`src/rtl/wishbone_pkg.sv`:
```
// Shared Wishbone definitions: controller FSM states, default timeout and
// the sizing rule for the controller's wait counter.
package wishbone_pkg;

  typedef enum logic {
    WB_CTRL_IDLE,
    WB_CTRL_ACTIVE
  } wb_ctrl_state_t;

  localparam int WB_CTRL_TIMEOUT_DEFAULT = 15;

  // Wait counter width: wide enough to hold TIMEOUT, never narrower than one bit.
  function automatic int wb_cnt_width(input int timeout);
    return (timeout < 1) ? 1 : $clog2(timeout + 1);
  endfunction

endpackage

```
`src/rtl/wishbone_ctrl_classic_if.sv`:
```
// Request/response handshake plus Wishbone Classic master-side bus for the
// controller adapter. master = controller view, slave = requester/device view.
interface wishbone_ctrl_classic_if #(
  parameter int DAT_WIDTH = 8,
  parameter int ADR_WIDTH = 8
);
  logic                 req;
  logic                 req_ready;
  logic                 req_we;
  logic [ADR_WIDTH-1:0] req_adr;
  logic [DAT_WIDTH-1:0] req_wdata;
  logic                 resp_valid;
  logic [DAT_WIDTH-1:0] resp_rdata;
  logic                 resp_timeout;
  logic                 cyc_o;
  logic                 stb_o;
  logic                 we_o;
  logic [ADR_WIDTH-1:0] adr_o;
  logic [DAT_WIDTH-1:0] dat_o;
  logic [DAT_WIDTH-1:0] dat_i;
  logic                 ack_i;

  modport master (
    input  req, req_we, req_adr, req_wdata, dat_i, ack_i,
    output req_ready, resp_valid, resp_rdata, resp_timeout,
    output cyc_o, stb_o, we_o, adr_o, dat_o
  );

  modport slave (
    output req, req_we, req_adr, req_wdata, dat_i, ack_i,
    input  req_ready, resp_valid, resp_rdata, resp_timeout,
    input  cyc_o, stb_o, we_o, adr_o, dat_o
  );

endinterface

```
`src/rtl/wishbone_ctrl_classic.sv`:
```
// Wishbone B4 Classic controller: one request becomes one read/write bus cycle,
// answered by a single-cycle response pulse carrying read data or a timeout flag.
module wishbone_ctrl_classic
  import wishbone_pkg::*;
#(
  parameter int DAT_WIDTH = 8,
  parameter int ADR_WIDTH = 8,
  parameter int TIMEOUT   = WB_CTRL_TIMEOUT_DEFAULT
) (
  input logic clk_i,
  input logic rst_i,
  wishbone_ctrl_classic_if.master bus
);

  localparam int CNT_W = wb_cnt_width(TIMEOUT);
  localparam logic [CNT_W-1:0] CNT_MAX = '1;
  localparam logic [CNT_W-1:0] TO_CNT  = CNT_W'(TIMEOUT);

  wb_ctrl_state_t       state_reg;
  logic [CNT_W-1:0]     cnt_reg;
  logic [CNT_W-1:0]     cnt_next;
  logic                 timeout_hit;
  logic                 cyc_reg;
  logic                 stb_reg;
  logic                 we_reg;
  logic [ADR_WIDTH-1:0] adr_reg;
  logic [DAT_WIDTH-1:0] dat_reg;
  logic                 resp_valid_reg;
  logic [DAT_WIDTH-1:0] resp_rdata_reg;
  logic                 resp_timeout_reg;

  // Saturating increment so a long stall with the timeout disabled never wraps.
  assign cnt_next    = (cnt_reg == CNT_MAX) ? cnt_reg : cnt_reg + 1'b1;
  assign timeout_hit = (TIMEOUT != 0) && (cnt_next == TO_CNT);

  assign bus.req_ready    = (state_reg == WB_CTRL_IDLE) && !rst_i;
  assign bus.cyc_o        = cyc_reg;
  assign bus.stb_o        = stb_reg;
  assign bus.we_o         = we_reg;
  assign bus.adr_o        = adr_reg;
  assign bus.dat_o        = dat_reg;
  assign bus.resp_valid   = resp_valid_reg;
  assign bus.resp_rdata   = resp_rdata_reg;
  assign bus.resp_timeout = resp_timeout_reg;

  always_ff @(posedge clk_i) begin
    if (rst_i) begin
      state_reg        <= WB_CTRL_IDLE;
      cnt_reg          <= '0;
      cyc_reg          <= 1'b0;
      stb_reg          <= 1'b0;
      we_reg           <= 1'b0;
      adr_reg          <= '0;
      dat_reg          <= '0;
      resp_valid_reg   <= 1'b0;
      resp_rdata_reg   <= '0;
      resp_timeout_reg <= 1'b0;
    end else begin
      resp_valid_reg <= 1'b0;
      case (state_reg)
        WB_CTRL_IDLE: begin
          if (bus.req) begin
            adr_reg   <= bus.req_adr;
            we_reg    <= bus.req_we;
            dat_reg   <= bus.req_we ? bus.req_wdata : '0;
            cyc_reg   <= 1'b1;
            stb_reg   <= 1'b1;
            cnt_reg   <= '0;
            state_reg <= WB_CTRL_ACTIVE;
          end
        end
        WB_CTRL_ACTIVE: begin
          // Ack is checked first so an ack on the timeout edge still completes normally.
          if (bus.ack_i) begin
            cyc_reg          <= 1'b0;
            stb_reg          <= 1'b0;
            we_reg           <= 1'b0;
            resp_valid_reg   <= 1'b1;
            resp_rdata_reg   <= we_reg ? '0 : bus.dat_i;
            resp_timeout_reg <= 1'b0;
            state_reg        <= WB_CTRL_IDLE;
          end else begin
            cnt_reg <= cnt_next;
            if (timeout_hit) begin
              cyc_reg          <= 1'b0;
              stb_reg          <= 1'b0;
              we_reg           <= 1'b0;
              resp_valid_reg   <= 1'b1;
              resp_rdata_reg   <= '0;
              resp_timeout_reg <= 1'b1;
              state_reg        <= WB_CTRL_IDLE;
            end
          end
        end
        default: state_reg <= WB_CTRL_IDLE;
      endcase
    end
  end

endmodule

```
`src/flat_wrapper.sv`:
```
// flat-port wrapper written by rule: the top's interface ports become plain ports
module wishbone_ctrl_classic_flat import wishbone_pkg::*;
#(
  parameter int DAT_WIDTH = 8,
  parameter int ADR_WIDTH = 8,
  parameter int TIMEOUT   = WB_CTRL_TIMEOUT_DEFAULT
)
  (clk_i, rst_i, bus_req, bus_req_we, bus_req_adr, bus_req_wdata, bus_dat_i, bus_ack_i, bus_req_ready, bus_resp_valid, bus_resp_rdata, bus_resp_timeout, bus_cyc_o, bus_stb_o, bus_we_o, bus_adr_o, bus_dat_o);
  wishbone_ctrl_classic_if #(.DAT_WIDTH(DAT_WIDTH), .ADR_WIDTH(ADR_WIDTH)) bus_i ();
  input logic clk_i;
  input logic rst_i;
  input wire logic [$bits(bus_i.req)-1:0] bus_req;
  input wire logic [$bits(bus_i.req_we)-1:0] bus_req_we;
  input wire logic [$bits(bus_i.req_adr)-1:0] bus_req_adr;
  input wire logic [$bits(bus_i.req_wdata)-1:0] bus_req_wdata;
  input wire logic [$bits(bus_i.dat_i)-1:0] bus_dat_i;
  input wire logic [$bits(bus_i.ack_i)-1:0] bus_ack_i;
  output wire logic [$bits(bus_i.req_ready)-1:0] bus_req_ready;
  output wire logic [$bits(bus_i.resp_valid)-1:0] bus_resp_valid;
  output wire logic [$bits(bus_i.resp_rdata)-1:0] bus_resp_rdata;
  output wire logic [$bits(bus_i.resp_timeout)-1:0] bus_resp_timeout;
  output wire logic [$bits(bus_i.cyc_o)-1:0] bus_cyc_o;
  output wire logic [$bits(bus_i.stb_o)-1:0] bus_stb_o;
  output wire logic [$bits(bus_i.we_o)-1:0] bus_we_o;
  output wire logic [$bits(bus_i.adr_o)-1:0] bus_adr_o;
  output wire logic [$bits(bus_i.dat_o)-1:0] bus_dat_o;
  assign bus_i.req = bus_req;
  assign bus_i.req_we = bus_req_we;
  assign bus_i.req_adr = bus_req_adr;
  assign bus_i.req_wdata = bus_req_wdata;
  assign bus_i.dat_i = bus_dat_i;
  assign bus_i.ack_i = bus_ack_i;
  assign bus_req_ready = bus_i.req_ready;
  assign bus_resp_valid = bus_i.resp_valid;
  assign bus_resp_rdata = bus_i.resp_rdata;
  assign bus_resp_timeout = bus_i.resp_timeout;
  assign bus_cyc_o = bus_i.cyc_o;
  assign bus_stb_o = bus_i.stb_o;
  assign bus_we_o = bus_i.we_o;
  assign bus_adr_o = bus_i.adr_o;
  assign bus_dat_o = bus_i.dat_o;
  wishbone_ctrl_classic #(.DAT_WIDTH(DAT_WIDTH), .ADR_WIDTH(ADR_WIDTH), .TIMEOUT(TIMEOUT)) u_core (.clk_i(clk_i), .rst_i(rst_i), .bus(bus_i));
endmodule
```
`config.mk`:
```
export PLATFORM = sky130hd
export DESIGN_NAME = wishbone_ctrl_classic_flat
export DESIGN_NICKNAME = d
export VERILOG_FILES = /design/src/rtl/wishbone_pkg.sv /design/src/rtl/wishbone_ctrl_classic_if.sv /design/src/rtl/wishbone_ctrl_classic.sv /design/src/flat_wrapper.sv
export SDC_FILE = /design/constraint.sdc
export NUM_CORES = 1
export LEC_CHECK = 0
export ABC_AREA = 1
export BUFFER_PORTS_ARGS = -buffer_cell sky130_fd_sc_hd__buf_2
export CAP_MARGIN = 40
export CORE_ASPECT_RATIO = 1.75
export CORE_MARGIN = 1.5
export CORE_UTILIZATION = 43
export DETAILED_ROUTE_END_ITERATION = 16
export GPL_TIMING_DRIVEN = 0
export HOLD_SLACK_MARGIN = 0.1
export MAX_ROUTING_LAYER = met4
export PLACE_DENSITY = 0.75
export SYNTH_ARGS = -nofsm -noshare
export SYNTH_HDL_FRONTEND = slang
export SYNTH_SLANG_ARGS = --single-unit
export TNS_END_PERCENT = 1
```
`constraint.sdc`:
```
create_clock -name clk_i -period 1.69 [get_ports clk_i]
set_clock_uncertainty 0.05 [all_clocks]
set_input_delay 0.169 -clock clk_i [delete_from_list [all_inputs] [get_ports clk_i]]
set_output_delay 0.169 -clock clk_i [all_outputs]
set_load 0.01 [all_outputs]
```
==> results by group, run 1 <==
Floorplanning
  • # IOs: 59
  • # rows: 28
  • Die Area: approximately 3800 sq um
  • Starting density of the core: 44.3%
  • Core area: about 3300 sq um
  • DIE HEIGHT: 80.5 um
  • Die X: 47.3 um

Placement
  • Area post-placement: roughly 1800 sq um
  • Gpl congestion: 0.873
  • Setup WS pre-CTS: -0.136 ns
  • Hpwl dp: 2.36 mm
  • IO Port Bufs: 57

Finish
  • Commonest cells after routing, fill and taps aside: buf_2, nor2_1, dfxtp_1
  • Final #Nets: 304
  • Area Overhead vs Synth: 41.2%
  • Commonest non-fill, non-tap cell in the layout: buf_2
  • Design area: approximately 2100 sq um
  • Final core occ: approximately 63%
  • Layout cell share with drive strength beyond 1: 36.4%
  • Diode count: 0

Logic synthesis
  • Cells after Synth: 194
  • Post-synth cell types: 26
  • Area leader, netlist: dfxtp_1
  • Area contributors post-synth: dfxtp_1, nor2_1, nand2_1
  • Post-Syn Area: 1470 sq um
  • Ys Warns: 0
  • Top cell type's share of synthesized area: 44.8%
  • Mean Syn Cell Area: between 7 and 8 sq um
  • Seq/Total Area, Yosys: 44.8%
  • Seq cells post-synth: 33
  • Mapped Nets: 224

Clocking
  • Root Driver: clkbuf_8
  • Worst-Skew Late Latency: 0.29 ns
  • Worst-path clk slew: roughly 0.07 ns
  • CTS Sinks: 33
  • Clock buffer depth: 2
  • CTS HTree Levels: 2
  • Num CTS Buffers: 5
  • CTS tree: yes

Timing
  • Final Hold Violating Endpoints: 0
  • Max_slew headroom: 70.1%
  • Period utilisation layout: a little over nine tenths
  • Fmax: 0.616 GHz
  • Crit path time final: 1.62 ns
  • Final Setup Violations: 0
  • Worst Tran Pin Value: 0.449 ns
  • Final Max Tran Viols: 0
  • Fin worst setup slack: 0.0661 ns
  • Unrepaired setup endpoints after global routing: yes

Outcome
  • Status: completed

Pwr
  • Int Power: 1.21 mW
  • Switch Pwr: 0.448 mW
  • Comb pwr share: 15.1%
  • Part of the power in registers: 50.0%
  • Clock power share: 34.9%
  • PwrDens: 798 nW/um^2
  • Leakage: around 1.1 nW
  • Switching share of power: a little over a quarter
  • Total chip power: 1.66 mW
  • Peak supply drop: 0.473 mV

Route
  • ANT nets after route: 0
  • DRT iter0 DRCs: 37
  • Final WL: between 3 and 4 mm
  • DRC violations left: 0
  • WL/cell: 10.8 um
  • Vias per cell: 4.52
  • Via total after detailed routing: 1447
  • DR pass1 iterations: 4

GRT
  • GRT Total Usage: 20.8%
  • M1 GR Usage: a little under a fifth
  • Met3 GRT Util: 4.94%
  • GR peak layer: met2
  • First-pass GRT wire length: 5.50 mm
  • Number of global-route vias before repair: about 1400
  • Largest net degree at the start of global routing: 11
  • Initial antenna violation count: 0
  • GR Overflow Total: 0
  • Met2 GRT Util: 35.7%

Critical path
  • Crit. End Element: flip-flop
  • Reg2reg setup slack: 0.07 ns
  • Crit-path slowest cell: dfxtp_4
  • CP Buf/Inv Count: 1
  • Slowest Stage Delay on Critical Path: 0.38 ns
  • Worst-path cell chain: ha_4 -> nand3_2 -> nand2_1 -> nand2_1 -> nor2_4 -> nand2_2 -> nand2_2 -> nand2_4 -> buf_12 -> nand2_4 -> o21ai_2
  • Arr. time, crit path: 1.74 ns
  • Cell family with most CP delay: simple AND/OR/NAND/NOR gates
  • Worst-path maximum fanout: 10
  • CP required: approximately 1.8 ns
  • Crit Path Category: reg2reg
  • Critical Path Source Type: flip-flop

Worst hold path
  • Hold Path Class: in2reg

Run
  • Max-cap violation count: 0
-- worst reg2reg max path, delay by kind of cell (launching register included) --
family	cells	cell delay (ns)
flops	1	0.38
buf+inv	1	0.16
simple gates	8	0.68
fa+ha+maj	1	0.18
compound gates	1	0.05
-- area by class of cell --
type,instances,area (sq um)
fillers,313,1250
well taps,45,56.3
inverters,28,105
flip-flops and latches,33,668
multi-input cells,124,666
clock inverters,2,10.0
clock buffers,6,72.6
repair buffers,73,443
plain buffers,9,60.1
-- power by group through the flow --
stage	Combinational, mW	Clock, mW	Sequential [mW]
floorplan	0.115	0	0.865
global placement	0.216	0	0.848
detailed placement	0.218	0	0.850
CTS	0.248	0.588	0.833
global route	0.282	0.628	0.834
finish	0.251	0.579	0.829
-- layer usage --
metal / part of all wire [%] / vias to the layer above
met5: 0 / -
met3: 4.9 / 11
met1: 38 / 621
met2: 54 / 51
met4: 3.3 / 0
li1: - / 764
-- synthesized netlist by cell type --
| master | instances |
|---|---|
| a21oi_1 | 4 |
| a21oi_2 | 1 |
| buf_1 | 1 |
| buf_12 | 1 |
| buf_2 | 2 |
| buf_4 | 2 |
| clkbuf_1 | 3 |
| dfxtp_1 | 33 |
| ha_1 | 1 |
| inv_1 | 23 |
| inv_2 | 5 |
| nand2_1 | 30 |
| nand2_2 | 4 |
| nand2_4 | 2 |
| nand3_1 | 14 |
| nand3_2 | 9 |
| nand4_1 | 2 |
| nor2_1 | 33 |
| nor2_2 | 1 |
| nor2_4 | 1 |
| nor2_8 | 1 |
| o211ai_1 | 1 |
| o21ai_0 | 7 |
| o21ai_1 | 11 |
| o21ai_2 | 1 |
| or2_1 | 1 |
-- what timing repair did --
| item | 4_1_cts | 5_1_grt |
|---|---|---|
| buffers inserted | 0 | 1 |
| gates cloned | 0 | 0 |
| setup endpoints to repair | 11 | 11 |
| pin swaps | 0 | 2 |
| gates resized for setup | 4 | 4 |
| hold buffers | 15 | 0 |
| endpoints found under the hold margin | 15 | 0 |
-- cells by family (layout without fill, tap and decap cells) --
logic type | after synthesis | after routing | synth area share (%)
buffers and inverters | 37 | 118 | 11.2
AND/OR/NAND/NOR | 98 | 98 | 34.0
flip-flops | 33 | 33 | 44.8
adder cells (fa/ha/maj) | 1 | 1 | 0.849
AO/OA/AOI/OAI | 25 | 25 | 9.17
-- stage by stage --
step,hold WS (ns),TNS [ns],instances
after floorplan,0.257,0,194
after global placement,0.354,-1.09,296
after detailed placement,0.364,-1.29,296
after CTS,0.101,0,319
after global routing,0.156,-0.00769,320
final,0.130,0,320
-- final timing paths --
kind | from | end | cells past startpoint
setup / recovery | u_core.cnt_reg[1]$_SDFFE_PP0P_ | u_core.bus.we_o$_SDFFE_PP0P_ | 11
hold / removal | bus_req_adr[7] | u_core.bus.adr_o[7]$_SDFFE_PP0P_ | 3
setup reg to reg | u_core.cnt_reg[1]$_SDFFE_PP0P_ | u_core.bus.we_o$_SDFFE_PP0P_ | 11
hold reg to reg | u_core.bus.resp_rdata[0]$_SDFFE_PP0P_ | u_core.bus.resp_rdata[0]$_SDFFE_PP0P_ | 2
No activity file was read; power rests on OpenSTA's default activity.
==> run 2, diff against run 1 <==
--- a/config.mk
+++ b/config.mk
@@ -7,7 +7,6 @@
 export LEC_CHECK = 0
 export ABC_AREA = 1
 export BUFFER_PORTS_ARGS = -buffer_cell sky130_fd_sc_hd__buf_2
-export CAP_MARGIN = 40
 export CORE_ASPECT_RATIO = 1.75
 export CORE_MARGIN = 1.5
 export CORE_UTILIZATION = 43
@@ -16,6 +15,7 @@
 export HOLD_SLACK_MARGIN = 0.1
 export MAX_ROUTING_LAYER = met4
 export PLACE_DENSITY = 0.75
+export REMOVE_ABC_BUFFERS = 1
 export SYNTH_ARGS = -nofsm -noshare
 export SYNTH_HDL_FRONTEND = slang
 export SYNTH_SLANG_ARGS = --single-unit
==> results by group, run 2 (synthesis gave the netlist of run 1 again) <==
Critical path
  • Worst-path cell chain: ha_4 -> nand2_1 -> inv_1 -> nor2_2 -> nor2_2 -> nor2_2 -> nand2_2 -> nand2_4 -> nand2_8 -> nor2_8 -> nand2_1 -> nand2_1
  • Reg2reg setup slack: 0.03 ns (-0.03 ns)
  • CP required: 1.87 ns (+0.06 ns)
  • Crit Path Category: reg2reg
  • Worst reg2reg path startpoint: u_core.cnt_reg[0]$_SDFFE_PP0P_
  • Crit path capture: u_core.bus.resp_rdata[4]$_SDFFE_PP0P_
  • Cell family with most CP delay: simple AND/OR/NAND/NOR gates
  • CP Buf/Inv Count: 1 (unchanged)
  • Crit. End Element: flip-flop
  • Reg2Reg Depth: 12 (+1)
  • Critical Path Source Type: flip-flop
  • CP startpoint: u_core.cnt_reg[0]$_SDFFE_PP0P_
  • Worst R2R End: u_core.bus.resp_rdata[4]$_SDFFE_PP0P_
  • CP Depth: 12 (+1)
  • Arr. time, crit path: 1.83 ns (+0.09 ns)
  • Worst-path maximum fanout: 11 (+1)
  • Crit-path slowest cell: dfxtp_4
  • Slowest Stage Delay on Critical Path: 0.37 ns (about the same)

Clocking
  • Setup Fix Bufs, Post-CTS: 0 (unchanged)
  • CTS tree: yes
  • CTS Sinks: 33 (unchanged)
  • Num CTS Buffers: 5 (unchanged)
  • Worst-Skew Late Latency: 0.28 ns (about the same)
  • CTS HTree Levels: 2 (unchanged)
  • Worst-path clk slew: 0.07 ns (about the same)
  • Clock buffer depth: 2 (unchanged)
  • Root Driver: clkbuf_8

GRT
  • Number of global-route vias before repair: 1411 (+2.5%)
  • Largest net degree at the start of global routing: 28 (+17)
  • GRT Total Usage: 22.3% (+1.5 points)
  • First-pass GRT wire length: 5.97 mm (+8.5%)
  • Initial antenna violation count: 0 (unchanged)
  • GR Overflow Total: 0 (unchanged)

Route
  • Metal3 WL: 103 um (-40%)
  • Final WL: 3.65 mm (+5.3%)
  • Via total after detailed routing: 1475 (+1.9%)
  • Vias per cell: 4.73 (+4.5%)
  • DR pass1 iterations: 4 (unchanged)
  • DRT iter0 DRCs: 32 (-14%)
  • ANT nets after route: 0 (unchanged)
  • DRC violations left: 0 (unchanged)
  • WL met1: 1.33 mm (+2.1%)
  • Top Layer Used: met4
  • WL met2: 2.08 mm (+11%)
  • WL/cell: 11.7 um (+8.0%)

Timing
  • Final Setup Violations: 0 (unchanged)
  • Period utilisation layout: 98.0% (+1.9 points)
  • Crit path time final: 1.66 ns (+0.0322 ns)
  • Final Hold Violating Endpoints: 0 (unchanged)
  • Worst Tran Pin Value: 0.555 ns (+0.106 ns)
  • Fin worst setup slack: 0.0340 ns (-0.0322 ns)
  • Fmax: 0.604 GHz (-1.9%)
  • Final Max Tran Viols: 0 (unchanged)
  • Unrepaired setup endpoints after global routing: yes
  • Max_slew headroom: 63.0% (-7.1 points)

Finish
  • Fill cell count: 322 (+2.9%)
  • Layout cell share with drive strength beyond 1: 37.1% (+0.72 points)
  • Area Overhead vs Synth: 39.5%
  • Commonest non-fill, non-tap cell in the layout: buf_2
  • Reg area: 668 sq um (unchanged)
  • Area of the multi-input gates: 689 sq um (+3.6%)
  • Final #Nets: 296 (-2.6%)
  • Commonest cells after routing, fill and taps aside: buf_2, nor2_1, dfxtp_1
  • Final Non-Filler Cells: 312 (-2.5%)
  • Diode count: 0 (unchanged)

Pwr
  • PwrDens: 799 nW/um^2 (+0.17%)
  • Leakage: 1.04 nW (-3.1%)
  • Peak supply drop: 0.585 mV (+24%)

Floorplanning
  • Die Area: 3800 sq um (unchanged)
  • Die X: 47.3 um (unchanged)
  • DIE HEIGHT: 80.5 um (unchanged)
  • Starting density of the core: 44.3% (unchanged)
  • # rows: 28 (unchanged)
  • # IOs: 59 (unchanged)
  • Core area: 3330 sq um (unchanged)

Run
  • Max-cap violation count: 0 (unchanged)

Placement
  • Hpwl dp: 2.29 mm (-3.1%)
  • Gpl congestion: 0.818 (-6.2%)
  • IO Port Bufs: 58 (+1.8%)
  • # placed instances: 288 (-2.7%)
  • Setup WS pre-CTS: -0.182 ns (-0.0463 ns)

Worst hold path
  • Hold Path Class: in2reg

Outcome
  • Status: completed
==> run 2: how the worst min path moves through the flow <==
| stage | from | cells after the start | slack [ns] | end |
|---|---|---|---|---|
| after floorplan | rst_i | 1 | 0.18 | u_core.bus.resp_timeout$_SDFFE_PP0P_ |
| after global placement | bus_req_adr[5] | 3 | 0.35 | u_core.bus.adr_o[5]$_SDFFE_PP0P_ |
| after detailed placement | bus_req_wdata[6] | 3 | 0.37 | u_core.bus.dat_o[6]$_SDFFE_PP0P_ |
| after CTS | bus_dat_i[2] | 5 | 0.13 | u_core.bus.resp_rdata[2]$_SDFFE_PP0P_ |
| after global routing | bus_dat_i[0] | 5 | 0.17 | u_core.bus.resp_rdata[0]$_SDFFE_PP0P_ |
| final | bus_dat_i[2] | 5 | 0.14 | u_core.bus.resp_rdata[2]$_SDFFE_PP0P_ |
==> run 2: cell type report <==
type	instances	area share, %
clock inverters	3	0.852
well taps	45	2.74
multi-input cells	124	33.5
repair buffers	74	21.9
inverters	28	5.11
clock buffers	5	3.35
flip-flops and latches	33	32.5
==> run 2: what timing repair did <==
item                                    4_1_cts  5_1_grt
hold buffers                                 16        0
resized for setup                             7        6
pin swaps                                     0        2
endpoints found under the setup margin       20       19
endpoints found under the hold margin        16        0
==> run 2: worst min-delay path, cell delays in order <==
cell and delay, ns:
buf_2 0.09, inv_1 0.04, nor2_1 0.03, nand2_1 0.05, nand2_1 0.04
==> run 2: routing by layer <==
metal / global-route usage [%] / vias to the layer above
li1: - / 748
met1: 21.3 / 676
met3: 5.62 / 15
met5: - / -
met4: 12.5 / 0
met2: 38.1 / 36
==> run 2: stage by stage <==
stage	power [mW]	setup TNS, ns	utilization [%]	area [sq um]	hold slack (ns)
after global routing	1.73	-0.817	61.8	2060	0.171
after CTS	1.67	0	61.2	2040	0.134
final	1.64	0	61.8	2060	0.139
after floorplan	0.963	0	-	1410	0.181
after detailed placement	1.06	-2.83	52.9	1760	0.368
after global placement	1.05	-2.80	52.9	1760	0.353
==> run 2: power by group <==
part | switching, mW | total, mW | internal, mW
registers | 0.0229 | 0.833 | 0.811
logic | 0.136 | 0.243 | 0.108
clock network | 0.282 | 0.565 | 0.284
==> run 3, diff against run 2 <==
--- a/config.mk
+++ b/config.mk
@@ -7,14 +7,16 @@
 export LEC_CHECK = 0
 export ABC_AREA = 1
 export BUFFER_PORTS_ARGS = -buffer_cell sky130_fd_sc_hd__buf_2
+export CELL_PAD_IN_SITES_DETAIL_PLACEMENT = 0
+export CELL_PAD_IN_SITES_GLOBAL_PLACEMENT = 1
 export CORE_ASPECT_RATIO = 1.75
 export CORE_MARGIN = 1.5
-export CORE_UTILIZATION = 43
+export CORE_UTILIZATION = 30
 export DETAILED_ROUTE_END_ITERATION = 16
 export GPL_TIMING_DRIVEN = 0
 export HOLD_SLACK_MARGIN = 0.1
 export MAX_ROUTING_LAYER = met4
-export PLACE_DENSITY = 0.75
+export PLACE_DENSITY_LB_ADDON = 0.1
 export REMOVE_ABC_BUFFERS = 1
 export SYNTH_ARGS = -nofsm -noshare
 export SYNTH_HDL_FRONTEND = slang
==> results by group, run 3 (synthesis gave the netlist of run 1 again) <==
Outcome
  • Status: completed

Timing
  • Final Setup Violations: 0 (unchanged)
  • Period utilisation layout: 96.3% (-1.7 points)
  • Fin worst setup slack: 0.0626 ns (+0.0287 ns)
  • Final Max Tran Viols: 0 (unchanged)
  • Worst Tran Pin Value: 0.544 ns (-0.0106 ns)
  • Crit path time final: 1.63 ns (-0.0287 ns)
  • Hold WS: 0.110 ns (-0.0292 ns)
  • Final Hold Violating Endpoints: 0 (unchanged)
  • Max_slew headroom: 63.7% (+0.70 points)
  • Unrepaired setup endpoints after global routing: yes
  • Fmax: 0.614 GHz (+1.8%)

Clocking
  • CTS tree: yes
  • Worst-Skew Late Latency: 0.28 ns (about the same)
  • CTS Sinks: 33 (unchanged)
  • Num CTS Buffers: 5 (unchanged)
  • Clock buffer depth: 2 (unchanged)
  • Root Driver: clkbuf_8
  • CTS HTree Levels: 2 (unchanged)
  • Worst-path clk slew: 0.07 ns (about the same)

GRT
  • GRT Total Usage: 14.2% (-8.1 points)
  • Number of global-route vias before repair: 1287 (-8.8%)
  • Initial antenna violation count: 0 (unchanged)
  • Largest net degree at the start of global routing: 28 (unchanged)
  • GR Overflow Total: 0 (unchanged)
  • First-pass GRT wire length: 5.73 mm (-3.9%)

Placement
  • IO Port Bufs: 58 (unchanged)
  • Gpl congestion: 0.700 (-15%)
  • Area post-placement: 1770 sq um (+0.50%)
  • Hpwl dp: 2.62 mm (+14%)
  • Setup WS pre-CTS: -0.247 ns (-0.0648 ns)

Finish
  • Layout cell share with drive strength beyond 1: 39.0% (+2.0 points)
  • Reg area: 667 sq um (-0.19%)
  • Diode count: 0 (unchanged)
  • Design area: 2140 sq um (+3.9%)
  • Final core occ: 45.4% (-16 points)
  • Fill cell count: 522 (+62%)
  • Commonest non-fill, non-tap cell in the layout: buf_2
  • Final #Nets: 298 (+0.68%)
  • Area Overhead vs Synth: 44.9%
  • Commonest cells after routing, fill and taps aside: buf_2, nor2_1, dfxtp_1
  • Area of the multi-input gates: 722 sq um (+4.7%)

Critical path
  • Crit. End Element: flip-flop
  • Arr. time, crit path: 1.80 ns (-0.03 ns)
  • Worst-path cell chain: ha_4 -> nand3_4 -> nand2_2 -> nand2_1 -> nor2_2 -> nand2_2 -> nand2_4 -> nand2_8 -> nor2_8 -> nand2_1 -> nand2_1
  • CP required: 1.87 ns (about the same)
  • Critical Path Source Type: flip-flop
  • Most used cell, CP: nand2_1
  • Slowest Stage Delay on Critical Path: 0.37 ns (about the same)
  • Crit Path Category: reg2reg
  • Worst reg2reg path startpoint: u_core.cnt_reg[1]$_SDFFE_PP0P_
  • Crit-path slowest cell: dfxtp_2
  • Worst-path maximum fanout: 6 (-5)
  • CP startpoint: u_core.cnt_reg[1]$_SDFFE_PP0P_

Route
  • DR pass1 iterations: 4 (unchanged)
  • Vias per cell: 4.46 (-5.6%)
  • Via total after detailed routing: 1432 (-2.9%)
  • DRT iter0 DRCs: 26 (-19%)
  • ANT nets after route: 0 (unchanged)
  • WL/cell: 11.7 um (-0.17%)
  • Final WL: 3.75 mm (+2.7%)
  • DRC violations left: 0 (unchanged)

Floorplanning
  • Die Area: 5360 sq um (+41%)
  • Starting density of the core: 31.3% (-13 points)
  • # IOs: 59 (unchanged)
  • Core area: 4710 sq um (+41%)
  • # rows: 33 (+18%)
  • DIE HEIGHT: 95.7 um (+19%)
  • Die X: 56.0 um (+18%)

Run
  • Max-cap violation count: 0 (unchanged)

Worst hold path
  • Hold Path Class: in2reg
  • Hold Startpoint: bus_req_adr[1]

Pwr
  • PwrDens: 866 nW/um^2 (+8.4%)
  • Leakage: 1.07 nW (+2.7%)
  • Total chip power: 1.85 mW (+13%)
  • Peak supply drop: 0.471 mV (-20%)
## run 3: cell types whose count changed in the layout (fill, tap and decap cells not counted), sizes merged
cell,delta
buf,+2
bufinv,+1
clkbuf,+2
clkinv,-2
clkinvlp,-1
dlygate4sd3,-2
nand2,+1
nor2,+1
## run 3: area by class of cell
class                           instances  share of cell area, %
Clock buffer                            7                   4.04
Clock inverter                          1                   1.41
Inverter                               28                   5.04
Multi-Input combinational cell        126                   33.8
Sequential cell                        33                   31.2
Tap cell                               52                   3.05
Timing Repair Buffer                   74                   21.4
## run 3: where the power goes
| group | switching [mW] | internal [mW] | leakage [nW] |
|---|---|---|---|
| Combinational | 0.140 | 0.112 | 0.737 |
| Sequential | 0.0231 | 0.812 | 0.271 |
| Clock | 0.282 | 0.480 | 0.0585 |
| Total | 0.444 | 1.40 | 1.07 |
## run 3: timing repair
action | CTS | global route
endpoints found under the hold margin | 14 | 0
pin swaps | 0 | 7
resized for setup | 6 | 11
hold buffers | 14 | 0
setup endpoints to repair | 20 | 20
gates cloned | 0 | 2
setup buffers | 0 | 2
## run 3: critical path: cells and delay by family (launching register included)
| family | cells | cell delay, ns |
|---|---|---|
| flip-flops | 1 | 0.37 |
| adder cells (fa/ha/maj) | 1 | 0.19 |
| AND/OR/NAND/NOR | 10 | 0.94 |
## run 3: metrics by stage
step / std cells / TNS [ns]
detailed placement: 295 / -4.25
floorplan: 185 / 0
CTS: 317 / -0.233
global route: 321 / -0.561
finish: 321 / 0
global placement: 295 / -4.22
## run 3: path summary, 6_finish.rpt
check	endpoint	slack (ns)	cells after the start
worst min-delay path	u_core.bus.adr_o[1]$_SDFFE_PP0P_	0.11	3
worst max register to register	u_core.bus.resp_rdata[5]$_SDFFE_PP0P_	0.06	11
worst max-delay path	u_core.bus.resp_rdata[5]$_SDFFE_PP0P_	0.06	11
worst min register to register	u_core.bus.resp_rdata[3]$_SDFFE_PP0P_	0.41	2
## run 3: metal layers
layer  GRT usage, %  share of wire, %  vias up
li1               -                 -      751
met1           13.5                39      635
met2           27.1                54       41
met3           3.49               5.5        5
met4           5.95               1.7        0
met5              -                 0        -
